File: src/rtl/alu_reg_sseg.sv
// Registered 4-function ALU with operand/opcode/result registers and a 4-digit multiplexed hex display.
// Optional macro LEADING_ZERO_BLANK_EN blanks leading zero digits above the most significant nonzero nibble.
module alu_reg_sseg #(
    parameter int N           = 16,
    parameter int REFRESH_DIV = 1
) (
    input  logic         clk,
    input  logic         reset,
    input  logic         load_A,
    input  logic         load_B,
    input  logic         load_Op,
    input  logic         updateRes,
    input  logic [N-1:0] data_in,
    output logic [6:0]   Segments,
    output logic [3:0]   Anodes,
    output logic [3:0]   LEDs
);

    localparam int CNT_W = (REFRESH_DIV > 1) ? $clog2(REFRESH_DIV) : 1;

    logic [N-1:0]     a_q, a_d, b_q, b_d, res_q, res_d;
    logic [1:0]       op_q, op_d;
    logic [3:0]       flags_q, flags_d;
    logic [CNT_W-1:0] cnt_q, cnt_d;
    logic [1:0]       idx_q, idx_d;
    logic [3:0]       anodes_q, anodes_d;
    logic [6:0]       seg_q, seg_d;

    logic             is_sub;
    logic [N-1:0]     b_eff;
    logic [N:0]       sum;
    logic [N-1:0]     alu_res;
    logic             alu_c, alu_v;
    logic [15:0]      disp;
    logic [15:0]      disp_hi;

    function automatic logic [6:0] hex_glyph(input logic [3:0] h);
        case (h)
            4'h0: hex_glyph = 7'b1000000;
            4'h1: hex_glyph = 7'b1111001;
            4'h2: hex_glyph = 7'b0100100;
            4'h3: hex_glyph = 7'b0110000;
            4'h4: hex_glyph = 7'b0011001;
            4'h5: hex_glyph = 7'b0010010;
            4'h6: hex_glyph = 7'b0000010;
            4'h7: hex_glyph = 7'b1111000;
            4'h8: hex_glyph = 7'b0000000;
            4'h9: hex_glyph = 7'b0010000;
            4'hA: hex_glyph = 7'b0001000;
            4'hB: hex_glyph = 7'b0000011;
            4'hC: hex_glyph = 7'b1000110;
            4'hD: hex_glyph = 7'b0100001;
            4'hE: hex_glyph = 7'b0000110;
            default: hex_glyph = 7'b0001110;
        endcase
    endfunction

    always_comb begin
        a_d  = load_A  ? data_in      : a_q;
        b_d  = load_B  ? data_in      : b_q;
        op_d = load_Op ? data_in[1:0] : op_q;

        // SUB is A + ~B + 1 so carry and overflow fall out of the same adder as ADD
        is_sub  = (op_q == 2'b00);
        b_eff   = is_sub ? ~b_q : b_q;
        sum     = {1'b0, a_q} + {1'b0, b_eff} + {{N{1'b0}}, is_sub};
        alu_res = sum[N-1:0];
        alu_c   = sum[N];
        alu_v   = (a_q[N-1] == b_eff[N-1]) && (sum[N-1] != a_q[N-1]);
        case (op_q)
            2'b10: begin
                alu_res = a_q | b_q;
                alu_c   = 1'b0;
                alu_v   = 1'b0;
            end
            2'b11: begin
                alu_res = a_q & b_q;
                alu_c   = 1'b0;
                alu_v   = 1'b0;
            end
            default: ;
        endcase

        res_d   = updateRes ? alu_res : res_q;
        flags_d = updateRes ? {alu_res[N-1], (alu_res == '0), alu_c, alu_v} : flags_q;

        cnt_d = cnt_q + 1'b1;
        idx_d = idx_q;
        if (cnt_q == CNT_W'(REFRESH_DIV - 1)) begin
            cnt_d = '0;
            idx_d = idx_q + 2'd1;
        end

        // Glyph is built from the next-cycle result and digit so a fresh Result shows immediately
        disp     = 16'(res_d);
        disp_hi  = disp >> {idx_d, 2'b00};
        anodes_d = ~(4'b0001 << idx_d);
        seg_d    = hex_glyph(disp_hi[3:0]);
`ifdef LEADING_ZERO_BLANK_EN
        if ((idx_d != 2'd0) && (disp_hi == 16'd0)) begin
            seg_d = 7'b1111111;
        end
`endif
    end

    always_ff @(posedge clk) begin
        if (reset) begin
            a_q      <= '0;
            b_q      <= '0;
            op_q     <= '0;
            res_q    <= '0;
            flags_q  <= '0;
            cnt_q    <= '0;
            idx_q    <= '0;
            anodes_q <= 4'b1110;
            seg_q    <= 7'b1000000;
        end else begin
            a_q      <= a_d;
            b_q      <= b_d;
            op_q     <= op_d;
            res_q    <= res_d;
            flags_q  <= flags_d;
            cnt_q    <= cnt_d;
            idx_q    <= idx_d;
            anodes_q <= anodes_d;
            seg_q    <= seg_d;
        end
    end

    assign Segments = seg_q;
    assign Anodes   = anodes_q;
    assign LEDs     = flags_q;

endmodule

File: config.mk
export PLATFORM = sky130hd
export DESIGN_NAME = alu_reg_sseg
export DESIGN_NICKNAME = d
export VERILOG_FILES = /design/src/rtl/alu_reg_sseg.sv
export SDC_FILE = /design/constraint.sdc
export NUM_CORES = 1
export LEC_CHECK = 0
export BUFFER_PORTS_ARGS = -buffer_cell sky130_fd_sc_hd__buf_4
export CAP_MARGIN = 20
export CORE_AREA = 2 2 109 111
export CTS_BUF_LIST = sky130_fd_sc_hd__clkbuf_16
export CTS_CLUSTER_DIAMETER = 40
export CTS_CLUSTER_SIZE = 24
export DETAILED_ROUTE_END_ITERATION = 7
export DIE_AREA = 0 0 111 113
export HOLD_SLACK_MARGIN = 0.12
export PLACE_DENSITY_LB_ADDON = 0.2
export REMOVE_ABC_BUFFERS = 1
export SYNTH_ARGS = -nofsm -noshare
export SYNTH_HDL_FRONTEND = slang
export SYNTH_SLANG_ARGS = --single-unit
File: constraint.sdc
create_clock -name clk -period 5 [get_ports clk]
set_clock_uncertainty 0.05 [all_clocks]
set_input_delay 1 -clock clk [delete_from_list [all_inputs] [get_ports clk]]
set_output_delay 1 -clock clk [all_outputs]
set_load 0.01 [all_outputs]
==> run_results.csv, run 1 <==
group,metric,value,unit
outcome,status,"complete, no violations",
final_layout,area_growth_syn_to_layout,13.1,%
die,die_w,111,um
routing,viasPerCell,5.49,
cts,clock-sinks,68,
global_route,grt_pass1_vias,3686,
place,dpl.hpwl,8.45,mm
cts,h-tree-depth,3,
timing,setup-tns-final,0,ns
synthesis,syn-mean-instance-area,8.26,sq um
routing,wire_per_inst,15.9,um
final_layout,drive_gt1_frac,0.132,
synthesis,synth_fa_ha_area_frac,0.0713,
synthesis,synth_simple_gate_area_share,0.202,
synthesis,syn_area,4490,sq um
timing,relSlewSlack,0.311,
power_and_ir_drop,finalPower,1.88,mW
routing,via_count,3905,
synthesis,ys_warn_count,0,
synthesis,ys_async_sr_fraction,0,
final_layout,design_area,5080,sq um
cts,ctsHoldBuffers,0,
hold_path,min_to,"res_q[6]",
timing,finalCritPeriodShare,0.868,
final_layout,layout.nets,610,
cts,clk_path_buf_depth,2,
synthesis,synth-seq-cells,68,
critical_path,cp.arrival,4.56,ns
critical_path,rrSetupSlack,0.66,ns
die,coreArea,11300,sq um
synthesis,synth_top_family_by_area,"compound AO/OA/AOI/OAI gates",
job,cap_viol_max_count,0,
hold_path,min_path_type,"register to register",
synthesis,synth.distinct_cells,68,
power_and_ir_drop,peakVddDrop,0.000271,V
die,initial_utilization,0.399,
routing,ant_nets,0,
timing,setup_viol,0,
cts,cts_inserted_buffers,9,
die,ioPinCount,37,
critical_path,reg2reg_depth,16,
cts,cts.clk_slew.worst_paths,0.06,ns
die,die_area,12500,sq um
routing,drc,0,
critical_path,r2r_end,"Segments[3]",
cts,cts_resized,0,
final_layout,antenna_cells,0,
cts,cts_tree,"built",
global_route,grt_first_pass_wirelength,18.9,mm
critical_path,crit_fanout,38,
timing,rsz0062_at_grt,"false",
global_route,gr-total-overflow,0,
timing,hold_viol,0,
place,gp_congestion,0.933,
hold_path,hold_depth,2,
synthesis,synth-edff-count,0,
die,core.rowCount,39,
synthesis,synth-seq-area-share,0.303,
synthesis,synth_xor_area_frac,0.0526,
critical_path,regToRegStartpoint,"op_q[1]",
final_layout,fill_cells,1156,
cts,clk_latency,0.34,ns
timing,period_needed,4.34,ns
routing,routed_wl,11.3,mm
timing,fmax,230,MHz
critical_path,required,5.21,ns
place,portBuffers,36,
hold_path,hp-start,"res_q[6]",
critical_path,critPathKind,"register to register",
synthesis,syn_inst,544,
power_and_ir_drop,power_density,370,nW/um^2
global_route,grt_use_total,0.189,
global_route,grt_antenna_before_repair,0,
global_route,grt_start_max_net_pins,62,
critical_path,endpoint_kind,"register",
routing,first_pass_iters,5,
timing,tightest_slew,1.03,ns
synthesis,synth_compound_area_frac,0.219,
die,die_h,113,um
cts,cts_root_buffer,"clkbuf_16",
cts,post-cts-setup-buffers,0,
routing,drt-initial-drc-count,286,
synthesis,synthMuxAreaShare,0.101,
place,place_area,4800,sq um
timing,finalMaxSlewViolations,0,
synthesis,ys.flop_type,"dfxtp_1",
critical_path,start_kind,"register",
power_and_ir_drop,leakagePower,2.20,nW
logic make-up (layout without fill, tap and decap cells):
| kind of cell | count (synthesis) | count (layout) |
|---|---|---|
| xor gates and xnor gates | 27 | 27 |
| adders and majority gates | 25 | 25 |
| muxes | 45 | 45 |
| other | 1 | 1 |
| DFF | 68 | 68 |
| AOI/OAI and AO/OA | 136 | 136 |
| and+or+nand+nor | 198 | 198 |
| buffers and inverters | 44 | 68 |
power by group:
part | internal [mW] | total [mW] | switching (mW) | leakage [nW]
registers | 0.597 | 0.634 | 0.0371 | 0.562
logic | 0.264 | 0.624 | 0.360 | 1.49
clock network | 0.379 | 0.622 | 0.243 | 0.148
total | 1.24 | 1.88 | 0.640 | 2.20
how the worst max path moves through the flow:
stage	cells after the start	slack, ns	endpoint	startpoint
floorplan	15	0.22	Segments[3]	op_q[1]
detailed placement	16	0.65	Segments[3]	op_q[1]
finish	16	0.66	Segments[3]	op_q[1]
global route	16	0.31	Segments[3]	op_q[1]
global placement	16	0.70	Segments[3]	op_q[1]
CTS	16	0.62	Segments[3]	op_q[1]
cells in the final DEF (no fill, tap or decap), drive strengths merged, types with 5 or more instances in the layout:
cell / count
nor2: 85
dfxtp: 68
mux2i: 44
nand2: 42
buf: 41
a21oi: 32
o21ai: 25
ha: 24
xor2: 19
nand3: 15
inv: 12
a211oi: 10
clkbuf: 9
nor3: 9
and2: 8
xnor2: 8
nor2b: 8
a21o: 8
and3: 7
o211ai: 7
nand2b: 5
a31oi: 5
nand4: 5
o21a: 5
layer usage:
layer / part of all wire / GRT usage / vias up
met5: 0 / 0 / -
met4: 0.016 / 0.0658 / 0
met3: 0.040 / 0.0391 / 14
met2: 0.46 / 0.303 / 79
met1: 0.48 / 0.254 / 1828
li1: - / - / 1984
cell type report:
type	instances	area [sq um]	share of cell area
clock inverter	7	60.1	0.0118
tap	143	179	0.0352
timing repair buffer	41	308	0.0606
sequential	68	1360	0.268
clock buffer	9	225	0.0443
multi-input combinational	432	2910	0.572
inverter	11	41.3	0.00812
synthesized netlist by cell type, types with 3 or more instances:
library cell / instances / share of area
a211o_1: 4 / 0.0078
a211oi_1: 7 / 0.012
a211oi_2: 3 / 0.0084
a21boi_0: 4 / 0.0067
a21o_1: 7 / 0.012
a21oi_1: 32 / 0.036
a221oi_1: 3 / 0.0058
a31oi_1: 5 / 0.0070
and2_1: 8 / 0.011
and3_1: 7 / 0.0097
buf_4: 5 / 0.0084
buf_6: 5 / 0.013
clkbuf_1: 20 / 0.017
dfxtp_1: 68 / 0.30
ha_1: 24 / 0.067
inv_1: 10 / 0.0084
mux2i_1: 44 / 0.098
nand2_1: 42 / 0.035
nand2b_1: 5 / 0.0070
nand3_1: 15 / 0.017
nand4_1: 5 / 0.0070
nor2_1: 85 / 0.071
nor2b_1: 8 / 0.011
nor3_1: 8 / 0.0089
nor3b_1: 3 / 0.0050
o2111ai_1: 3 / 0.0058
o211ai_1: 5 / 0.0084
o21a_1: 4 / 0.0067
o21ai_0: 23 / 0.026
o21bai_1: 4 / 0.0067
o221ai_1: 3 / 0.0058
o22ai_1: 3 / 0.0042
or2_2: 3 / 0.0042
or4_1: 3 / 0.0050
xnor2_1: 8 / 0.016
xor2_1: 19 / 0.037
flip-flops by register name, indices dropped and copies added, names as in the netlist:
name,count
a_q,16
b_q,16
res_q,16
Segments,7
Anodes,4
LEDs,4
idx_q,2
op_q,2
cnt_q,1
stage by stage:
stage           util  instances  hold WS, ns  setup slack, ns
2_1_floorplan      -        511        0.387            0.221
3_3_place_gp   0.426        695        0.411            0.697
3_5_place_dp   0.426        695        0.411            0.646
4_1_cts        0.451        711        0.420            0.620
5_1_grt        0.451        711        0.457            0.315
6_report       0.451        711        0.420            0.658
critical path, stage by stage, from the launching register on:
cell	delay, ns
dfxtp_1	0.32
buf_4	0.36
nor3_2	0.13
a21o_2	0.21
fa_1	0.41
a21o_1	0.21
a221o_1	0.39
a211oi_2	0.27
nor2_1	0.11
xor2_1	0.17
a221oi_1	0.38
o221ai_1	0.33
inv_1	0.21
ha_1	0.28
mux2i_1	0.15
nor2_1	0.07
a211oi_2	0.21
(Power assumes the default switching activity.)
==> inputs of run 2 (changes only) <==
Clock period 5 ns to 4.9 ns, I/O delays scaled along.
==> run_results.csv, run 2 (synthesis results as in run 1) <==
group,metric,value,unit
place,dp.cells,695,
die,coreArea,11300,sq um
critical_path,cp-startpoint,"op_q[1]",
critical_path,start_kind,"register",
critical_path,regToRegStartpoint,"op_q[1]",
global_route,grt_start_max_net_pins,62,
final_layout,fill_cells,1110,
cts,clock-sinks,68,
critical_path,cp.arrival,4.56,ns
critical_path,cp_top_family,"compound AO/OA/AOI/OAI gates",
cts,clk_path_buf_depth,2,
cts,cts.clk_slew.worst_paths,0.05,ns
job,cap_viol_max_count,0,
cts,cts_inserted_buffers,9,
timing,finalCritPeriodShare,0.889,
global_route,grt_use_total,0.188,
critical_path,endpoint_kind,"register",
die,ioPinCount,37,
critical_path,reg2reg_depth,16,
critical_path,required,5.10,ns
timing,tightest_slew,0.998,ns
timing,hold_viol,0,
timing,setup_slack,0.542,ns
cts,ctsHoldBuffers,0,
timing,period_needed,4.36,ns
routing,routed_wl,11.4,mm
place,portBuffers,36,
final_layout,drive_gt1_frac,0.127,
critical_path,crit_path_end,"Segments[3]",
die,core.rowCount,39,
critical_path,critPathKind,"register to register",
place,dpl.hpwl,8.46,mm
final_layout,layout.nets,610,
global_route,grt_pass1_vias,3745,
routing,viasPerCell,5.55,
die,die_w,111,um
critical_path,cpPeakStageDelay,0.41,ns
routing,via_count,3941,
final_layout,antenna_cells,0,
critical_path,cp_num_cells,16,
cts,h-tree-depth,3,
power_and_ir_drop,leakagePower,2.18,nW
die,die_area,12500,sq um
place,place_ws,0.545,ns
power_and_ir_drop,peakVddDrop,0.000242,V
routing,ant_nets,0,
outcome,status,"complete, no violations",
global_route,grt_first_pass_wirelength,19.1,mm
power_and_ir_drop,power_density,366,nW/um^2
routing,drc,0,
final_layout,reg_top3,"a_q x16, b_q x16, res_q x16",
cts,post-cts-setup-buffers,0,
critical_path,crit_path_top_delay_cell,"fa_1",
final_layout,instances_no_fill,710,
final_layout,area_growth_syn_to_layout,12.3,%
hold_path,min_path_type,"register to register",
cts,clk_latency,0.34,ns
timing,finalMaxSlewViolations,0,
critical_path,crit_fanout,38,
timing,relSlewSlack,0.334,
critical_path,rrSetupSlack,0.54,ns
critical_path,crit_buf_inv,2,
cts,cts_resized,0,
routing,first_pass_iters,5,
cts,cts_tree,"built",
critical_path,r2r_end,"Segments[3]",
timing,rsz0062_at_grt,"false",
final_layout,final_common_cell,"nor2_1",
critical_path,cp_cell_sequence,"buf_4 -> nor3_2 -> a21o_2 -> fa_1 -> a21o_1 -> a221o_1 -> a211oi_2 -> nor2_1 -> xor2_1 -> a221oi_1 -> o221ai_1 -> inv_1 -> ha_1 -> mux2i_1 -> nor2_1 -> a211oi_2",
timing,setup-tns-final,0,ns
routing,drt-initial-drc-count,233,
routing,wire_per_inst,16.0,um
timing,fmax,229,MHz
global_route,grt_antenna_before_repair,0,
final_layout,final_cell_mix,"nor2_1, dfxtp_1, mux2i_1, nand2_1, buf_4",
global_route,gr-total-overflow,0,
die,die_h,113,um
cts,cts_root_buffer,"clkbuf_16",
timing,setup_viol,0,
die,initial_utilization,0.399,
place,gp_congestion,0.910,
[run 2: cell types whose count changed in the layout (fill, tap and decap cells not counted), sizes merged]
cell	change
bufinv	-1
clkinvlp	-1
clkinv	+1
[run 2: worst min-delay path by stage]
stage	start	to	slack, ns	depth (start not counted)
global route	res_q[6]	res_q[6]	0.43	2
finish	res_q[6]	res_q[6]	0.41	2
CTS	res_q[6]	res_q[6]	0.42	2
floorplan	res_q[6]	res_q[6]	0.39	2
detailed placement	res_q[6]	res_q[6]	0.41	2
global placement	res_q[6]	res_q[6]	0.41	2
[run 2: through the flow]
stage	power (mW)	hold slack (ns)	util	instance area, sq um
after detailed placement	1.29	0.410	0.426	4800
final	1.85	0.413	0.448	5050
after global placement	1.29	0.409	0.426	4800
after global routing	1.97	0.434	0.448	5050
after floorplan	1.10	0.387	-	4310
after CTS	1.86	0.418	0.448	5050
[run 2: where the power goes]
group | internal, mW | switching [mW] | leakage (nW)
combinational | 0.270 | 0.368 | 1.49
sequential | 0.609 | 0.0383 | 0.562
clock | 0.330 | 0.232 | 0.133
total | 1.21 | 0.639 | 2.18
[run 2: layer usage]
layer / vias up / share of wire / GRT usage
met5: - / 0 / 0
met2: 80 / 0.46 / 0.307
li1: 1988 / - / -
met3: 18 / 0.036 / 0.0305
met4: 0 / 0.022 / 0.0767
met1: 1855 / 0.48 / 0.250
[run 2: final cells by class]
cell class | instances | area [sq um] | area share
timing repair buffer | 41 | 308 | 0.0610
inverter | 11 | 41.3 | 0.00818
clock inverter | 6 | 25.0 | 0.00496
clock buffer | 9 | 225 | 0.0446
tap | 143 | 179 | 0.0354
sequential | 68 | 1360 | 0.270
multi-input combinational | 432 | 2910 | 0.576
[run 2: worst reg2reg max path: cells and delay by family (launching register included)]
kind	cells	cell delay (ns)
flip-flops	1	0.32
buffers and inverters	2	0.58
multiplexers	1	0.14
adder cells (fa/ha/maj)	2	0.68
XOR/XNOR	1	0.18
AO/OA/AOI/OAI	7	2.02
AND/OR/NAND/NOR	3	0.30
